## src/rtl/fp_div_ctrl_if.sv

```systemverilog
// Operand/result bundle between upstream, fp_div_ctrl and the combinational divider.
// The controller takes the slave modport; the producer/consumer side takes master.
interface fp_div_ctrl_if #(
  parameter int DATA_WIDTH = 64
);
  // Handshake rules. A transfer happens on a rising edge where valid && ready.
  // in_valid/out_ready carry operands in. out_valid/in_ready carry the result out.
  // A source keeps its payload stable while valid is high and ready is low.
  // A sink may raise ready without waiting for valid.
  logic                  in_valid;
  logic                  out_ready;
  logic                  in_fmt;
  logic [DATA_WIDTH-1:0] in_numA;
  logic [DATA_WIDTH-1:0] in_numB;
  logic [DATA_WIDTH-1:0] out_div_numA;
  logic [DATA_WIDTH-1:0] out_div_numB;
  logic                  out_div_fmt;
  logic [DATA_WIDTH-1:0] in_div_result;
  logic                  out_valid;
  logic                  in_ready;
  logic [DATA_WIDTH-1:0] out_result;
  logic [2:0]            out_flags;

  modport slave (
    input  in_valid, in_fmt, in_numA, in_numB, in_div_result, in_ready,
    output out_ready, out_div_numA, out_div_numB, out_div_fmt,
    output out_valid, out_result, out_flags
  );

  modport master (
    output in_valid, in_fmt, in_numA, in_numB, in_div_result, in_ready,
    input  out_ready, out_div_numA, out_div_numB, out_div_fmt,
    input  out_valid, out_result, out_flags
  );
endinterface

```

## src/rtl/fp_div_ctrl.sv

```systemverilog
// Valid/ready wrapper around a combinational FP divider that samples the result after a settle window.
// Define FP_DIV_CTRL_SPECIAL_EN to resolve NaN/inf/zero operands locally without waiting on the divider.
module fp_div_ctrl #(
  parameter int DATA_WIDTH    = 64,
  parameter int SETTLE_CYCLES = 4
) (
  input  logic         in_clk,
  input  logic         in_rst_n,
  fp_div_ctrl_if.slave bus,
  output logic [1:0]   dbg_state_o
);

  typedef enum logic [1:0] {
    IDLE = 2'd0,
    BUSY = 2'd1,
    DONE = 2'd2
  } state_t;

  localparam logic [3:0] CNT_LOAD = 4'(SETTLE_CYCLES - 1);

  state_t                state_q, state_d;
  logic [3:0]            cnt_q, cnt_d;
  logic [DATA_WIDTH-1:0] numa_q, numa_d;
  logic [DATA_WIDTH-1:0] numb_q, numb_d;
  logic                  fmt_q, fmt_d;
  logic [DATA_WIDTH-1:0] result_q, result_d;
  logic [2:0]            flags_q, flags_d;

  logic                  div_sign;
  logic [DATA_WIDTH-1:0] div_fixed;
  logic                  unused_div_msb;

  // The divider's own sign is ignored; the quotient sign is always sA ^ sB.
  assign div_sign  = fmt_q ? (numa_q[63] ^ numb_q[63]) : (numa_q[31] ^ numb_q[31]);
  assign div_fixed = fmt_q ? {div_sign, bus.in_div_result[62:0]}
                           : {32'hFFFF_FFFF, div_sign, bus.in_div_result[30:0]};
  assign unused_div_msb = bus.in_div_result[63];

`ifdef FP_DIV_CTRL_SPECIAL_EN
  typedef struct packed {
    logic sign;
    logic is_nan;
    logic is_inf;
    logic is_zero;
  } opclass_t;

  // Subnormals report as zero, so they follow the zero rules below.
  function automatic opclass_t classify(input logic [DATA_WIDTH-1:0] x, input logic dbl);
    opclass_t c;
    if (dbl) begin
      c.sign    = x[63];
      c.is_nan  = (&x[62:52]) && (|x[51:0]);
      c.is_inf  = (&x[62:52]) && !(|x[51:0]);
      c.is_zero = !(|x[62:52]);
    end else begin
      c.sign    = x[31];
      c.is_nan  = (&x[30:23]) && (|x[22:0]);
      c.is_inf  = (&x[30:23]) && !(|x[22:0]);
      c.is_zero = !(|x[30:23]);
    end
    return c;
  endfunction

  opclass_t              cls_a, cls_b;
  logic                  spec_sign;
  logic                  spec_hit;
  logic [DATA_WIDTH-1:0] spec_result;
  logic [2:0]            spec_flags;
  logic [DATA_WIDTH-1:0] inf_val, zero_val, qnan_val;

  always_comb begin
    cls_a       = classify(bus.in_numA, bus.in_fmt);
    cls_b       = classify(bus.in_numB, bus.in_fmt);
    spec_sign   = cls_a.sign ^ cls_b.sign;
    inf_val     = bus.in_fmt ? {spec_sign, 11'h7FF, 52'h0}
                             : {32'hFFFF_FFFF, spec_sign, 8'hFF, 23'h0};
    zero_val    = bus.in_fmt ? {spec_sign, 63'h0}
                             : {32'hFFFF_FFFF, spec_sign, 31'h0};
    qnan_val    = bus.in_fmt ? 64'h7FF8_0000_0000_0000 : 64'hFFFF_FFFF_7FC0_0000;
    spec_hit    = 1'b0;
    spec_result = '0;
    spec_flags  = 3'b000;
    // Once the invalid cases are gone the remaining conditions are disjoint.
    if (cls_a.is_nan || cls_b.is_nan || (cls_a.is_zero && cls_b.is_zero) ||
        (cls_a.is_inf && cls_b.is_inf)) begin
      spec_hit    = 1'b1;
      spec_result = qnan_val;
      spec_flags  = 3'b101;
    end else if (cls_b.is_zero && !cls_a.is_inf) begin
      spec_hit    = 1'b1;
      spec_result = inf_val;
      spec_flags  = 3'b011;
    end else if (cls_a.is_inf) begin
      spec_hit    = 1'b1;
      spec_result = inf_val;
      spec_flags  = 3'b001;
    end else if (cls_a.is_zero || cls_b.is_inf) begin
      spec_hit    = 1'b1;
      spec_result = zero_val;
      spec_flags  = 3'b001;
    end
  end
`endif

  always_comb begin
    state_d  = state_q;
    cnt_d    = cnt_q;
    numa_d   = numa_q;
    numb_d   = numb_q;
    fmt_d    = fmt_q;
    result_d = result_q;
    flags_d  = flags_q;
    unique case (state_q)
      IDLE: begin
        if (bus.in_valid) begin
          numa_d = bus.in_numA;
          numb_d = bus.in_numB;
          fmt_d  = bus.in_fmt;
`ifdef FP_DIV_CTRL_SPECIAL_EN
          if (spec_hit) begin
            result_d = spec_result;
            flags_d  = spec_flags;
            state_d  = DONE;
          end else begin
            cnt_d   = CNT_LOAD;
            state_d = BUSY;
          end
`else
          cnt_d   = CNT_LOAD;
          state_d = BUSY;
`endif
        end
      end
      BUSY: begin
        // The divider output is only trusted once the settle window has elapsed.
        if (cnt_q == 4'd0) begin
          result_d = div_fixed;
          flags_d  = 3'b000;
          state_d  = DONE;
        end else begin
          cnt_d = cnt_q - 4'd1;
        end
      end
      DONE: begin
        if (bus.in_ready) begin
          state_d = IDLE;
        end
      end
      default: state_d = IDLE;
    endcase
  end

  always_ff @(posedge in_clk or negedge in_rst_n) begin
    if (!in_rst_n) begin
      state_q  <= IDLE;
      cnt_q    <= 4'd0;
      numa_q   <= '0;
      numb_q   <= '0;
      fmt_q    <= 1'b0;
      result_q <= '0;
      flags_q  <= 3'b000;
    end else begin
      state_q  <= state_d;
      cnt_q    <= cnt_d;
      numa_q   <= numa_d;
      numb_q   <= numb_d;
      fmt_q    <= fmt_d;
      result_q <= result_d;
      flags_q  <= flags_d;
    end
  end

  assign bus.out_ready    = (state_q == IDLE);
  assign bus.out_valid    = (state_q == DONE);
  assign bus.out_div_numA = numa_q;
  assign bus.out_div_numB = numb_q;
  assign bus.out_div_fmt  = fmt_q;
  assign bus.out_result   = result_q;
  assign bus.out_flags    = flags_q;
  assign dbg_state_o      = state_q;

endmodule
```

## src/flat_wrapper.sv

```systemverilog
// flat-port wrapper written by rule: the top's interface ports become plain ports
module fp_div_ctrl_flat 
#(
  parameter int DATA_WIDTH    = 64,
  parameter int SETTLE_CYCLES = 4
)
  (in_clk, in_rst_n, dbg_state_o, bus_in_valid, bus_in_fmt, bus_in_numA, bus_in_numB, bus_in_div_result, bus_in_ready, bus_out_ready, bus_out_div_numA, bus_out_div_numB, bus_out_div_fmt, bus_out_valid, bus_out_result, bus_out_flags);
  fp_div_ctrl_if #(.DATA_WIDTH(DATA_WIDTH)) bus_i ();
  input  logic in_clk;
  input  logic in_rst_n;
  output logic [1:0] dbg_state_o;
  input wire logic [$bits(bus_i.in_valid)-1:0] bus_in_valid;
  input wire logic [$bits(bus_i.in_fmt)-1:0] bus_in_fmt;
  input wire logic [$bits(bus_i.in_numA)-1:0] bus_in_numA;
  input wire logic [$bits(bus_i.in_numB)-1:0] bus_in_numB;
  input wire logic [$bits(bus_i.in_div_result)-1:0] bus_in_div_result;
  input wire logic [$bits(bus_i.in_ready)-1:0] bus_in_ready;
  output wire logic [$bits(bus_i.out_ready)-1:0] bus_out_ready;
  output wire logic [$bits(bus_i.out_div_numA)-1:0] bus_out_div_numA;
  output wire logic [$bits(bus_i.out_div_numB)-1:0] bus_out_div_numB;
  output wire logic [$bits(bus_i.out_div_fmt)-1:0] bus_out_div_fmt;
  output wire logic [$bits(bus_i.out_valid)-1:0] bus_out_valid;
  output wire logic [$bits(bus_i.out_result)-1:0] bus_out_result;
  output wire logic [$bits(bus_i.out_flags)-1:0] bus_out_flags;
  assign bus_i.in_valid = bus_in_valid;
  assign bus_i.in_fmt = bus_in_fmt;
  assign bus_i.in_numA = bus_in_numA;
  assign bus_i.in_numB = bus_in_numB;
  assign bus_i.in_div_result = bus_in_div_result;
  assign bus_i.in_ready = bus_in_ready;
  assign bus_out_ready = bus_i.out_ready;
  assign bus_out_div_numA = bus_i.out_div_numA;
  assign bus_out_div_numB = bus_i.out_div_numB;
  assign bus_out_div_fmt = bus_i.out_div_fmt;
  assign bus_out_valid = bus_i.out_valid;
  assign bus_out_result = bus_i.out_result;
  assign bus_out_flags = bus_i.out_flags;
  fp_div_ctrl #(.DATA_WIDTH(DATA_WIDTH), .SETTLE_CYCLES(SETTLE_CYCLES)) u_core (.in_clk(in_clk), .in_rst_n(in_rst_n), .bus(bus_i), .dbg_state_o(dbg_state_o));
endmodule
```

## config.mk

```make
export PLATFORM = sky130hd
export DESIGN_NAME = fp_div_ctrl_flat
export DESIGN_NICKNAME = d
export VERILOG_FILES = /design/src/rtl/fp_div_ctrl_if.sv /design/src/rtl/fp_div_ctrl.sv /design/src/flat_wrapper.sv
export SDC_FILE = /design/constraint.sdc
export NUM_CORES = 1
export LEC_CHECK = 0
export CORE_MARGIN = 8
export CORE_UTILIZATION = 41
export DETAILED_ROUTE_END_ITERATION = 8
export PLACE_DENSITY = 0.87
export SLEW_MARGIN = 20
export SYNTH_ARGS = -nofsm -noshare
export SYNTH_HDL_FRONTEND = slang
export SYNTH_SLANG_ARGS = --single-unit
export TNS_END_PERCENT = 10
```

## constraint.sdc

```tcl
create_clock -name in_clk -period 2 [get_ports in_clk]
set_input_delay 0.4 -clock in_clk [delete_from_list [all_inputs] [get_ports in_clk]]
set_output_delay 0.4 -clock in_clk [all_outputs]
set_load 0.01 [all_outputs]
```

== Word-level counts from Yosys, hierarchy flattened ==
Index checks and enable logic that the tools add are counted.
Cells by class
  $add $sub $neg: 1
  multiplexer cells: 9
  eq/ne operators: 6
  bitwise operators: 2
  reductions and logical operators: 7
Operators with widths (count)
  two-way mux 64 bit: 1
  two-way mux 4 bit: 2
  one-hot mux 4 bit (2 select lines): 1
  two-way mux 2 bit: 3
  != test 2 bit, second input constant: 3
  one-hot mux 2 bit (3 select lines): 1
  AND reduction 3 bit: 2
  zero test 4 bit: 1
  AND reduction 2 bit: 2
  subtractor 4 x 1 -> 4 bit, second input constant: 1
  equality test 2 x 1 -> 1 bit, second input constant: 1
  equality test 2 bit, second input constant: 1
  zero test 2 bit: 1
  != test 2 x 1 -> 1 bit, second input constant: 1
  nonzero test 2 bit: 1
  bitwise XOR 1 bit: 2
  two-way mux 1 bit: 1
Storage, ports and cells
  word-level logic and storage cells: 31
  bits of input ports: 197
  output and inout port bits: 200
  bits in registers: 199

== Logic depth before layout (Yosys ltp) ==
  depth in word-level cells: 3
  mapped depth: 7

== Least setup slack after synthesis ==
OpenSTA, ideal clock, no wires.
  path kind: reg2reg
  from: register u_core.cnt_q[0]
  to: register u_core.result_q[0], in the netlist u_core.bus.out_result[0]
  arrival: 1.542 ns
  required time: 1.875 ns
  period minus slack after synthesis: 1.667 ns
  library setup time: 0.125 ns
  path buffers: 2
  path slack: 0.333 ns
  cell stages (with the launch flop): 8
  cells stage by stage: dfrtp_1 > inv_1 > ha_1 > nor4b_1 > nand2_1 > buf_6 > buf_6 > mux2_4
On the way
  cells in the longest elaborated chain, start to end: 2
Ends and longest elaborated chain
  start: declaration: RTL line fp_div_ctrl.sv:22  | logic [3:0] cnt_q, cnt_d;
  start signal: assignment: RTL line fp_div_ctrl.sv:164  | cnt_q <= cnt_d;
  zero test 4 bit: RTL line fp_div_ctrl.sv:136  | if (cnt_q == 4'd0) begin
  AND reduction 2 bit (no source line)
  end signal: assignment: RTL line fp_div_ctrl.sv:168  | result_q <= result_d;
  end: declaration: RTL line fp_div_ctrl.sv:26  | logic [DATA_WIDTH-1:0] result_q, result_d;
Every way passes these cells.
A chain may end at the register's enable or synchronous reset.

== Final worst setup path ==
  from: register u_core.state_q[1], in the netlist u_core.dbg_state_o[1]
  to: output dbg_state_o[1]
RTL lines
  start: declaration: RTL line fp_div_ctrl.sv:21  | state_t state_q, state_d;
  start signal: assignment: RTL line fp_div_ctrl.sv:163  | state_q <= state_d;
  end: declaration: RTL line flat_wrapper.sv:11  | output logic [1:0] dbg_state_o;
No word-level cell between the ends.

==> impl_metrics.tcl <==
set metrics [dict create \
    status "finished, final reports clean" \
    reg2reg_from "u_core.cnt_q[0]" \
    fillers 1429 \
    synth_top_family_by_area "multiplexers" \
    slowest_delay_ns 0.56 \
    synth_simple_gate_area_frac 0.0366 \
    crit_buf_inv 2 \
    die_h_um 159 \
    period_needed_ns 1.92 \
    crit_path_start "u_core.dbg_state_o[1]" \
    ys_seq_area_frac 0.590 \
    min_path_type "in2async" \
    cts_buffers 17 \
    io_pins 397 \
    switching_share 0.310 \
    cts_sinks 199 \
    rsz0062_at_grt "no" \
    synth_cell_types 31 \
    arrival_ns 1.52 \
    cp.required_ns 1.60 \
    vdd_drop_max_v 0.000864 \
    portBuffers 392 \
    antenna_left 0 \
    clkPwrFrac 0.162 \
    dp_hpwl_um 19200 \
    period_share 0.959 \
    start_util 0.417 \
    route.vias.total 5529 \
    fin_nets 1091 \
    multi_input_area_um2 3170 \
    setup_viol_count_final 0 \
    worst_path_dominant_cell_family "buffers and inverters" \
    worst_path_max_delay_cell "clkdlybuf4s50_1" \
    synth_compound_area_frac 0.00860 \
    grt_usage 0.194 \
    crit_type "reg2out" \
    p_leak_uw 0.00578 \
    fmax_mhz 522 \
    syn_area_um2 8440 \
    wire_per_inst_um 21.1 \
    synth_fa_ha_area_frac 0.00148 \
    synth_edf_count 0 \
    syn_avg_cell_area_um2 17.2 \
    grt_pass1_vias 6233 \
    async_flop_share 1.00 \
    cp_max_fo 7 \
    ys.flop_type "dfrtp_1" \
    drc 0 \
    finalHoldViolations 0 \
    p_int_uw 14700 \
    diodes 0 \
    ys.warnings.count 0 \
    via_per_inst 4.71 \
    die_area_um2 25400 \
    fp-row-count 52 \
    cap_violations 0 \
    drive_gt1_frac 0.276 \
    grt_antenna_before_repair 0 \
    gp_congestion 0.761 \
    core_area_um2 20200 \
    overflow 0 \
    grt_max_degree 74 \
    pwr-share-comb 0.497 \
    synth_xor_area_frac 0.00208 \
    cp-end-kind "primary output" \
    finalMaxSlewViolations 0 \
    seqCellArea_um2 4980 \
    cts_tree "built" \
    final.setup.tns_ns 0 \
    h-tree-depth 4 \
    synthMuxAreaShare 0.323 \
    synth_seq_cells 199 \
    share_seq_of_total_power 0.341 \
    drtPass1Iterations 4 \
    placed_cells 1142 \
    pwr_density_cell_nw_per_um2 1610 \
    clk_pin_slew_worst_paths_ns 0.08 \
    cts_buffer_depth 2 \
    root_buffer "clkbuf_16" \
    p_sw_uw 6630 \
    die_w_um 159 \
    syn-instance-count 490 \
    fin_skew_ns 0.0131 \
    area_growth_pct 57.1 \
    wirelength_um 24800 \
    cp-start-kind "register" \
    grt_pass1_wl_um 38300 \
    drtIter0Drc 240 \
    worstSkewPairLatency_ns 0.43 \
    stdcell_count 1175 \
    worstPathCellList "buf_4 -> clkdlybuf4s50_1" \
]
==> path summary, 6_finish.rpt <==
kind / endpoint / slack (ns) / cells after the start
max in group asynchronous: u_core.dbg_state_o[1] / 0.81 / 3
min: u_core.bus.out_div_numB[10] / 0.45 / 2
max: dbg_state_o[1] / 0.08 / 2
min reg2reg: u_core.bus.out_result[36] / 0.51 / 1
max reg2reg: u_core.bus.out_result[3] / 0.21 / 6
min in group in_clk: u_core.bus.out_result[36] / 0.51 / 1
==> registers in the layout (all words and copies together), names as in the netlist <==
signal                   cells
u_core.bus.out_result       64
u_core.dbg_state_o           2
u_core.bus.out_div_numA     64
u_core.cnt_q                 4
u_core.bus.out_div_numB     64
u_core.bus.out_div_fmt       1
==> final cells by class <==
| cell class | instances | area share |
|---|---|---|
| Clock buffer | 19 | 0.0342 |
| Clock inverter | 12 | 0.0101 |
| Inverter | 3 | 0.000849 |
| Multi-Input combinational cell | 261 | 0.239 |
| Sequential cell | 199 | 0.376 |
| Tap cell | 270 | 0.0255 |
| Timing Repair Buffer | 411 | 0.315 |
==> timing repair <==
action                                  4_1_cts  5_1_grt
setup buffers                                 1        0
hold buffers                                  1        0
endpoints found under the hold margin        34        0
gates resized for setup                       3        2
cloned                                        0        0
endpoints found under the setup margin        3       64
pin swaps                                     0        0
==> logic make-up after synthesis <==
logic type / Yosys count
buffers and inverters: 32
flip-flops: 199
adder cells (fa/ha/maj): 1
AND/OR/NAND/NOR: 51
XOR/XNOR: 2
AO/OA/AOI/OAI: 11
multiplexers: 193
other: 1
==> placed cells by master (no fill, tap or decap), types with 2 or more instances in the layout <==
master	n
inv_1	3
conb_1	3
dfrtp_1	198
inv_6	2
mux2_2	45
o22ai_1	2
a31oi_1	2
buf_4	10
nor3_1	2
clkdlybuf4s50_1	388
clkinvlp_4	2
clkinv_4	3
inv_8	4
buf_12	8
clkbuf_16	17
mux2_4	148
nand2b_1	33
nand2_1	6
o21ai_0	3
xnor2_1	2
clkbuf_8	3
dlygate4sd2_1	2
==> metal layers <==
metal  vias to the layer above  share of wire  track usage
li1                       2495              -            -
met1                      2765           0.38        0.212
met2                       239           0.51        0.334
met3                        30          0.089       0.0856
met4                         0          0.019       0.0605
met5                         -              0            0
==> cell usage after synthesis (2+ instances only) <==
cell	instances	area, um^2
inv_1	3	11.3
buf_6	7	78.8
o22ai_1	2	12.5
xnor2_1	2	17.5
buf_8	11	165
buf_2	4	20.0
a31oi_1	2	12.5
mux2_4	148	2220
clkbuf_1	4	15.0
nand2b_1	33	206
nor3_1	2	10.0
nand2_1	7	26.3
mux2_2	45	507
buf_4	3	22.5
dfrtp_1	199	4980
o21ai_0	3	15.0
==> stage by stage <==
| step | hold WS [ns] | total power [uW] | setup slack [ns] | utilization | cell area [um^2] |
|---|---|---|---|---|---|
| after floorplan | 0.104 | 12500 | 0.333 | - | 8440 |
| after global placement | 0.349 | 17800 | 0.0654 | 0.625 | 12600 |
| after global routing | 0.465 | 22400 | 0.0237 | 0.655 | 13300 |
| after CTS | 0.454 | 21600 | 0.00903 | 0.655 | 13200 |
| after detailed placement | 0.351 | 18100 | 0.0293 | 0.625 | 12600 |
| final | 0.453 | 21400 | 0.0829 | 0.655 | 13300 |
==> power groups by stage <==
stage	clock network, uW	logic [uW]	registers, uW
3_5_place_dp	0	10700	7310
5_1_grt	3690	11200	7540
2_1_floorplan	0	4410	8100
6_report	3460	10600	7290
3_3_place_gp	0	10500	7220
4_1_cts	3540	10800	7300
Note: power is estimated with default switching activity, not from simulation.
